## config.mk

```make
export PLATFORM = sky130hd
export DESIGN_NAME = seven_seg_scan_ctrl
export DESIGN_NICKNAME = d
export VERILOG_FILES = /design/src/rtl/seven_seg_scan_ctrl.sv
export SDC_FILE = /design/constraint.sdc
export NUM_CORES = 1
export LEC_CHECK = 0
export ABC_AREA = 1
export BUFFER_PORTS_ARGS = -buffer_cell sky130_fd_sc_hd__buf_2
export CAP_MARGIN = 20
export CORE_MARGIN = 2
export CORE_UTILIZATION = 60
export DETAILED_ROUTE_END_ITERATION = 16
export PLACE_DENSITY = 0.87
export SETUP_SLACK_MARGIN = 0.3
export SYNTH_ARGS = -nofsm -noshare
export SYNTH_HDL_FRONTEND = slang
export SYNTH_SLANG_ARGS = --single-unit
```

## constraint.sdc

```tcl
create_clock -name clk -period 4.8 [get_ports clk]
set_clock_uncertainty 0.05 [all_clocks]
set_input_delay 0.24 -clock clk [delete_from_list [all_inputs] [get_ports clk]]
set_output_delay 0.24 -clock clk [all_outputs]
set_load 0.02 [all_outputs]
```

## src/rtl/seven_seg_scan_ctrl.sv

```systemverilog
// Four-digit multiplexed seven-segment scanner with blank guard intervals and
// frame-synchronous display updates. All display outputs are registered.
module seven_seg_scan_ctrl #(
    parameter int DIGIT_CYCLES = 100000,
    parameter int BLANK_CYCLES = 1000
) (
    input  logic        clk,
    input  logic        rst_n,
    input  logic        en,
    input  logic [15:0] data_in,
    input  logic        load,
    input  logic [3:0]  dp_in,
    input  logic [3:0]  blank_mask,
    output logic [6:0]  cat,
    output logic        dp,
    output logic [3:0]  anode,
    output logic        upd_pending,
    output logic        frame_done
);

    localparam int MAX_CYCLES = (DIGIT_CYCLES > BLANK_CYCLES) ? DIGIT_CYCLES : BLANK_CYCLES;
    localparam int CNT_W      = (MAX_CYCLES > 1) ? $clog2(MAX_CYCLES) : 1;
    localparam logic [CNT_W-1:0] BLANK_LAST = CNT_W'(BLANK_CYCLES - 1);
    localparam logic [CNT_W-1:0] DIGIT_LAST = CNT_W'(DIGIT_CYCLES - 1);

    typedef enum logic [1:0] {IDLE, BLANK, DRIVE} state_t;

    state_t           state, state_nxt;
    logic [1:0]       idx, idx_nxt;
    logic [CNT_W-1:0] cnt, cnt_nxt;
    logic [15:0]      disp, pend;
    logic             commit;

    function automatic logic [6:0] font(input logic [3:0] v);
        case (v)
            4'h0:    font = 7'b1000000;
            4'h1:    font = 7'b1111001;
            4'h2:    font = 7'b0100100;
            4'h3:    font = 7'b0110000;
            4'h4:    font = 7'b0011001;
            4'h5:    font = 7'b0010010;
            4'h6:    font = 7'b0000010;
            4'h7:    font = 7'b1111000;
            4'h8:    font = 7'b0000000;
            4'h9:    font = 7'b0010000;
            4'hA:    font = 7'b0001000;
            4'hB:    font = 7'b0000011;
            4'hC:    font = 7'b1000110;
            4'hD:    font = 7'b0100001;
            4'hE:    font = 7'b0000110;
            default: font = 7'b0001110;
        endcase
    endfunction

    always_comb begin
        // NOTE: every output of this block gets a default first so no path can infer a latch.
        state_nxt = state;
        idx_nxt   = idx;
        cnt_nxt   = cnt;
        commit    = 1'b0;
        if (!en) begin
            state_nxt = IDLE;
            idx_nxt   = '0;
            cnt_nxt   = '0;
        end else begin
            case (state)
                IDLE: begin
                    state_nxt = BLANK;
                    idx_nxt   = '0;
                    cnt_nxt   = '0;
                end
                BLANK: begin
                    if (cnt == BLANK_LAST) begin
                        state_nxt = DRIVE;
                        cnt_nxt   = '0;
                    end else begin
                        cnt_nxt = cnt + 1'b1;
                    end
                end
                DRIVE: begin
                    if (cnt == DIGIT_LAST) begin
                        state_nxt = BLANK;
                        idx_nxt   = idx + 1'b1;
                        cnt_nxt   = '0;
                        commit    = (idx == 2'd3);
                    end else begin
                        cnt_nxt = cnt + 1'b1;
                    end
                end
                default: begin
                    state_nxt = IDLE;
                    idx_nxt   = '0;
                    cnt_nxt   = '0;
                end
            endcase
        end
    end

    // Outputs are computed from the next state so they line up with the state flops.
    always_ff @(posedge clk or negedge rst_n) begin
        // NOTE: sequential state uses non-blocking assignments so all flops sample pre-edge values.
        if (!rst_n) begin
            state       <= IDLE;
            idx         <= '0;
            cnt         <= '0;
            disp        <= 16'h0000;
            pend        <= 16'h0000;
            upd_pending <= 1'b0;
            frame_done  <= 1'b0;
            anode       <= 4'b1111;
            cat         <= 7'b1111111;
            dp          <= 1'b1;
        end else begin
            state      <= state_nxt;
            idx        <= idx_nxt;
            cnt        <= cnt_nxt;
            frame_done <= commit;

            if (state == IDLE && load) begin
                disp        <= data_in;
                pend        <= data_in;
                upd_pending <= 1'b0;
            end else if (commit) begin
                disp        <= load ? data_in : pend;
                upd_pending <= 1'b0;
                if (load) pend <= data_in;
            end else if (load) begin
                pend        <= data_in;
                upd_pending <= 1'b1;
            end

            if (state_nxt == DRIVE) begin
                anode <= ~(4'b0001 << idx_nxt);
                cat   <= blank_mask[idx_nxt] ? 7'b1111111 : font(disp[{idx_nxt, 2'b00} +: 4]);
                dp    <= blank_mask[idx_nxt] | ~dp_in[idx_nxt];
            end else begin
                anode <= 4'b1111;
                cat   <= 7'b1111111;
                dp    <= 1'b1;
            end
        end
    end

endmodule

```

==> results of run 1 <==
==> cell usage in the layout, fill, tap and decap left out, types with 2 or more instances in the layout <==
cell | synthesis | final
inv_2 | 5 | 5
xor2_1 | 7 | 7
clkinv_1 | 3 | 3
dfstp_2 | 12 | 12
dfrtp_1 | 55 | 55
a21oi_4 | 2 | 2
o21ai_0 | 5 | 5
ha_1 | 12 | 12
inv_1 | 35 | 35
a31oi_1 | 12 | 12
nor2_1 | 46 | 46
nand4_1 | 4 | 4
nand2_1 | 119 | 119
nor3_1 | 6 | 6
nor2_4 | 2 | 2
nand2_2 | 11 | 11
nand2_4 | 4 | 4
buf_2 | 1 | 41
nand3_1 | 38 | 38
o21ai_1 | 3 | 2
clkbuf_8 | 0 | 10
a211oi_1 | 2 | 2
clkbuf_1 | 6 | 2
a21oi_1 | 3 | 3
==> Yosys cell counts, drive strengths merged (4+ instances only) <==
cell type / n / area (um2)
a21oi: 5 / 47.5
a31oi: 12 / 75.1
buf: 4 / 35.0
clkbuf: 6 / 22.5
dfrtp: 55 / 1380
dfstp: 12 / 315
ha: 12 / 150
inv: 40 / 150
nand2: 134 / 561
nand3: 40 / 218
nand4: 5 / 37.5
nor2: 49 / 201
nor3: 6 / 30.0
o21ai: 8 / 40.0
xor2: 7 / 61.3
==> cell type report <==
class | instances | share of cell area (%)
flip-flops and latches | 67 | 44.0
multi-input cells | 287 | 38.8
repair buffers | 43 | 5.83
inverters | 43 | 4.20
clock buffers | 12 | 3.78
well taps | 72 | 2.35
clock inverters | 2 | 0.977
==> routing by layer <==
metal  share of wire (%)  vias up  wire [um]
li1                    -     1379          -
met1                  46     1266       2980
met2                  47       68       3030
met3                 5.2       14        335
met4                 2.2        0        141
met5                   0        -          0
==> power by group through the flow <==
stage | clock network [W] | registers, W | logic (W)
after detailed placement | 0 | 0.000627 | 0.000159
after CTS | 0.000454 | 0.000617 | 0.000163
after floorplan | 0 | 0.000623 | 0.000116
after global placement | 0 | 0.000626 | 0.000153
final | 0.000449 | 0.000617 | 0.000163
after global routing | 0.000477 | 0.000620 | 0.000189
==> flip-flops by register name, indices dropped and copies added, names as in the netlist <==
| register | cells |
|---|---|
| anode | 4 |
| cat | 7 |
| cnt | 17 |
| disp | 16 |
| dp | 1 |
| frame_done | 1 |
| idx | 2 |
| pend | 16 |
| state | 2 |
| upd_pending | 1 |
==> worst min path at each step <==
stage | from | slack [ns] | depth (start not counted) | to
detailed placement | pend[14] | 0.41 | 2 | pend[14]
CTS | rst_n | 0.05 | 2 | cnt[13]
finish | rst_n | 0.01 | 2 | cnt[13]
floorplan | rst_n | -0.11 | 0 | cnt[0]
global placement | pend[4] | 0.40 | 2 | pend[4]
global route | data_in[12] | 0.08 | 3 | pend[12]
==> metrics by stage <==
step	worst slack, ns	power, W
6_report	2.14	0.00123
5_1_grt	1.89	0.00129
4_1_cts	2.15	0.00123
3_5_place_dp	2.19	0.000786
3_3_place_gp	2.27	0.000779
2_1_floorplan	2.46	0.000739
==> worst max-delay path, cell delays in order (launching register included) <==
cell	delay (ns)
dfrtp_1	0.37
ha_1	0.18
nand2_1	0.06
inv_2	0.09
nand2_4	0.07
nor2_2	0.14
nand4_2	0.13
a21oi_4	0.29
nand2_4	0.18
nand2_1	0.09
nand2_1	0.05
nand2_1	0.06
nand2_2	0.09
inv_1	0.13
ha_1	0.23
inv_1	0.09
nand3_1	0.10
nand3_1	0.08
nand3_1	0.10
==> kinds of logic (layout without fill, tap and decap cells) <==
family / Yosys count / count (layout) / synth area share (%)
flip-flops: 67 / 67 / 49.8
adder cells (fa/ha/maj): 12 / 12 / 4.42
XOR/XNOR: 8 / 8 / 2.06
buffers and inverters: 53 / 100 / 6.44
AO/OA/AOI/OAI: 30 / 30 / 5.89
AND/OR/NAND/NOR: 237 / 237 / 31.4
==> metrics.txt, run 1 <==
IO Port Bufs 41; Placed Area about 3600 um2; final instance area 3840 um2; Rows 27; Switch Pwr 0.000324 W; Setup CP Type reg2reg; Ys Warns 0; root buf cell clkbuf_8; fillers 438; die area 6280 um2; drt drc 0; FF-to-FF setup slack 2.14 ns; fraction of registers with async set or reset after synthesis 100%; Peak VDD IR 0.187 mV; Post-Route WL around 6500 um; total CTS buffers 9; clock slew seen by the registers of the worst setup and hold paths 0.07 ns; setup bufs post-CTS 0; Hold Path Class in2async; setup TNS 0 ns; core footprint 5470 um2; Die Width 79.3 um; outcome completed; flops & latches, synth 67; Die Y-Extent 79.3 um; Slew HR 46.1%; Initial Utilization around 62%; Pint 0.000905 W; Syn Inst Count 407; max_cap viols 0; H-tree level count 3; Post-synth EDFFs 0; sw frac 26.3%; beginning of the critical path cnt[0]; final std cells w/o fill 526; sequential share of power 50.2%; gpl congestion 0.836; Syn Area/Cell 8.35 um2; routed length per instance approximately 12 um; fin util 70.2%; P_leak 1.90 nW; sequential cell area fraction in the yosys report between 40% and 50%; Worst Tran Pin Value 0.808 ns; Final nets 491; Reg area 1690 um2; Pins Over Slew Limit 0; final setup violation count 0; synthesized area 3400 um2; DP HPWL 4640 um; CP Launch Type flop; Pre-antenna DRT Iters 4; Iter 0 DRT Violations 215; area of the multi-input gates 1490 um2; grt peak-use layer met2; antenna violations before repair 0; share of cells above drive strength 1 21.4%; Fin. Hold Viols 0; Top Ports 42; Hold WS 0.0138 ns; Antenna Cells 0; fmax ~380 MHz; Netlist cell types 36; Clk network pwr share 36.5%; Via density roughly 5.2; Tcrit/Tclk final 55.5%; Main synth FF type dfrtp_1; unrepaired setup endpoints after global routing no; number of global-route vias before repair 2707; reg2reg end cat[3]; Syn-to-layout area delta 13.0%; crit path to cat[3]; Combinational Power Share 13.3%; M2 GR Usage 38.9%; Reg2Reg Depth 18; GR Overflow Total 0; Tmin final approximately 2.7 ns; Clk Latency, worst-skew pair about 0.35 ns; Worst R2R Start cnt[0]; Critical Path RT 5.04 ns; Critical Path AT just under 3 ns; Clock Path Buffers 2; PwrDens 320 nW/um2; Clock Sinks 67; cts repair resizes 0; total track usage a little under a quarter; first-pass GRT wire length between 10000 and 15000 um; syn_nets 447; number of routed nets with antenna violations 0; CP endpoint kind flop; hold buffers post-CTS 0; worst-path fanout max 15; met1 usage 28.9%; CTS tree done; largest net degree at the start of global routing 68; global-route met3 utilization 6.36%; Via Count between 2000 and 3000; placed cell count 511
No activity file was read; power rests on OpenSTA's default activity.
==> inputs of run 2 (changes only) <==
Settings changed: CORE_UTILIZATION 60 to 58, PLACE_DENSITY 0.87 to 0.85.
Clock period 4.8 ns to 2.6 ns, I/O delays scaled along.
==> run 2 against run 1 <==
  * Global-route usage is 3.5 points higher
  * Largest power group unchanged
  * Setup slack got worse by 2.1 ns
  * Cell area increased by 20%
  * Register-to-register slack got worse by 2.1 ns
  * Total power is 110% higher
  * Flip-flop and latch count is the same
  * Non-clock buffer count grew 44
  * Maximum frequency up 2.9%
  * Utilization increased by 12 points
==> metrics.txt, run 2 (same netlist as run 1, synthesis figures left out) <==
P_leak 2.18 nW (was 1.90 nW); Tcrit/Tclk final 99.5% (was 55.5%); largest registers cnt: 17 flops, disp: 16 flops, pend: 16 flops (unchanged); worst-path fanout max 7 (was 15); Clock Path Buffers 2 (unchanged); Post-Route WL 10300 um (was 6480 um); clock slew seen by the registers of the worst setup and hold paths 0.08 ns (was 0.07 ns); Rows 27 (unchanged); Via density 5.86 (was 5.18); Setup CP Type reg2reg (unchanged); Clock Sinks 67 (unchanged); number of global-route vias before repair 2849 (was 2707); final std cells w/o fill 573 (was 526); drt drc 0 (unchanged); Fin. Hold Viols 0 (unchanged); total chip power 0.00262 W (was 0.00123 W); PwrDens 571 nW/um2 (was 320 nW/um2); largest net degree at the start of global routing 35 (was 68); Pre-antenna DRT Iters 7 (was 4); routed length per instance 17.9 um (was 12.3 um); Antenna Cells 0 (unchanged); Combinational Power Share 18.1% (was 13.3%); H-tree level count 3 (unchanged); Hold Path Class in2reg (was in2async); most frequent cells in the layout nand2_1, dfrtp_1, nor2_1 (unchanged); Tmin final 2.59 ns (was 2.66 ns); Peak VDD IR 0.582 mV (was 0.187 mV); CP Launch Type flop (unchanged); total track usage 27.1% (was 23.6%); most common cell after layout, fill and taps aside nand2_1 (unchanged); share of cells above drive strength 1 34.9% (was 21.4%); fillers 314 (was 438); Placed Area 3700 um2 (was 3650 um2); Die Y-Extent 80.5 um (was 79.3 um); final setup violation count 0 (unchanged); sw frac 29.3% (was 26.3%); CTS tree done (unchanged); Switch Pwr 0.000770 W (was 0.000324 W); first-pass GRT wire length 13200 um (was 11500 um); IO Port Bufs 41 (unchanged); Initial Utilization 61.0% (was 62.1%); number of routed nets with antenna violations 0 (unchanged); total CTS buffers 9 (unchanged); Largest register FFs 17 (unchanged); Clk network pwr share 38.1% (was 36.5%); Reg area 1690 um2 (about the same); root buf cell clkbuf_8 (unchanged); die area 6490 um2 (was 6280 um2); final instance area 4590 um2 (was 3840 um2); Critical Path RT 2.84 ns (was 5.04 ns); Pint 0.00185 W (was 0.000905 W); DP HPWL 5060 um (was 4640 um); fmax 386 MHz (was 376 MHz); area of the multi-input gates 1790 um2 (was 1490 um2); sequential share of power 43.7% (was 50.2%); unrepaired setup endpoints after global routing yes (was no); gpl congestion 0.935 (was 0.836); antenna violations before repair 0 (unchanged); Hold WS 0.0281 ns (was 0.0138 ns); GR Overflow Total 0 (unchanged); Clk Latency, worst-skew pair 0.36 ns (was 0.35 ns); Slew HR 48.4% (was 46.1%); max_cap viols 0 (unchanged); Final nets 536 (was 491); outcome completed (unchanged); Biggest register cnt (unchanged); Top Ports 42 (unchanged); Via Count 3355 (was 2727); Iter 0 DRT Violations 486 (was 215); placed cell count 515 (was 511); Critical Path AT 2.83 ns (was 2.90 ns); Syn-to-layout area delta 35.1% (was 13.0%); Die Width 80.5 um (was 79.3 um); Pins Over Slew Limit 0 (unchanged); CP endpoint kind flop (unchanged); core footprint 5570 um2 (was 5470 um2); Worst Tran Pin Value 0.774 ns (was 0.808 ns)
## run 2: changes by cell type in the layout (fill, tap and decap cells not counted), sizes merged
| cell | previous run | this run |
|---|---|---|
| buf | 43 | 68 |
| clkbuf | 12 | 10 |
| bufinv | 1 | 2 |
| clkinv | 3 | 5 |
| dlygate4sd3 | 0 | 19 |
| clkinvlp | 1 | 2 |
| nand2 | 134 | 135 |
## run 2: timing repair
action                                 CTS  global route
endpoints found under the hold margin   53             0
resized for setup                       28            45
setup endpoints to repair                7            14
buffers inserted                        13             8
hold buffers                            19             0
gates cloned                             0             1
pin swaps                               18            18
## run 2: area by class of cell
| cell class | count | share of cell area, % |
|---|---|---|
| repair buffers | 87 | 13.5 |
| well taps | 72 | 1.96 |
| flip-flops and latches | 67 | 36.9 |
| inverters | 43 | 3.79 |
| multi-input cells | 288 | 38.9 |
| clock inverters | 6 | 1.93 |
| clock buffers | 10 | 3.00 |
## run 2: worst max-delay path, cell delays in order (launching register included)
cell      delay (ns)
dfrtp_1         0.38
ha_2            0.20
nand2_2         0.06
inv_2           0.08
nand2_4         0.06
nor2_4          0.14
nand4_4         0.12
a21oi_4         0.24
buf_6           0.16
nand2_8         0.08
buf_4           0.18
inv_1           0.15
nand3_1         0.14
nand3_2         0.14
clkinv_1        0.10
nand2_2         0.10
nor2_1          0.07
nand2_1         0.08
## run 2: power by group through the flow
stage / clock (W) / sequential, W / combinational, W
5_1_grt: 0.00105 / 0.00115 / 0.000517
3_3_place_gp: 0 / 0.00116 / 0.000289
6_report: 0.00100 / 0.00115 / 0.000476
3_5_place_dp: 0 / 0.00116 / 0.000298
2_1_floorplan: 0 / 0.00115 / 0.000215
4_1_cts: 0.000988 / 0.00114 / 0.000362
## run 2: stage by stage
| stage | util [%] | setup slack (ns) | TNS [ns] |
|---|---|---|---|
| detailed placement | 66.3 | 0.0139 | 0 |
| global placement | 66.3 | 0.214 | 0 |
| finish | 82.4 | 0.0118 | 0 |
| floorplan | - | 0.300 | 0 |
| global route | 82.4 | -0.121 | -0.496 |
| CTS | 77.9 | 0.269 | 0 |
## run 2: metal layers
metal / share of wire [%] / GRT usage [%]
met5: 0 / 0
met4: 6.6 / 11.0
met3: 7.7 / 6.18
met2: 47 / 43.6
met1: 38 / 35.3
## run 2: worst paths after layout
check                           end  cells after the start    start  slack [ns]
hold / removal             state[0]                      2       en        0.03
setup / recovery             cat[5]                     17   cnt[1]        0.01
min in group asynchronous   cnt[14]                      2    rst_n        0.33
setup reg to reg             cat[5]                     17   cnt[1]        0.01
max in group asynchronous    cat[5]                      3    rst_n        1.33
hold reg to reg             pend[6]                      2  pend[6]        0.42
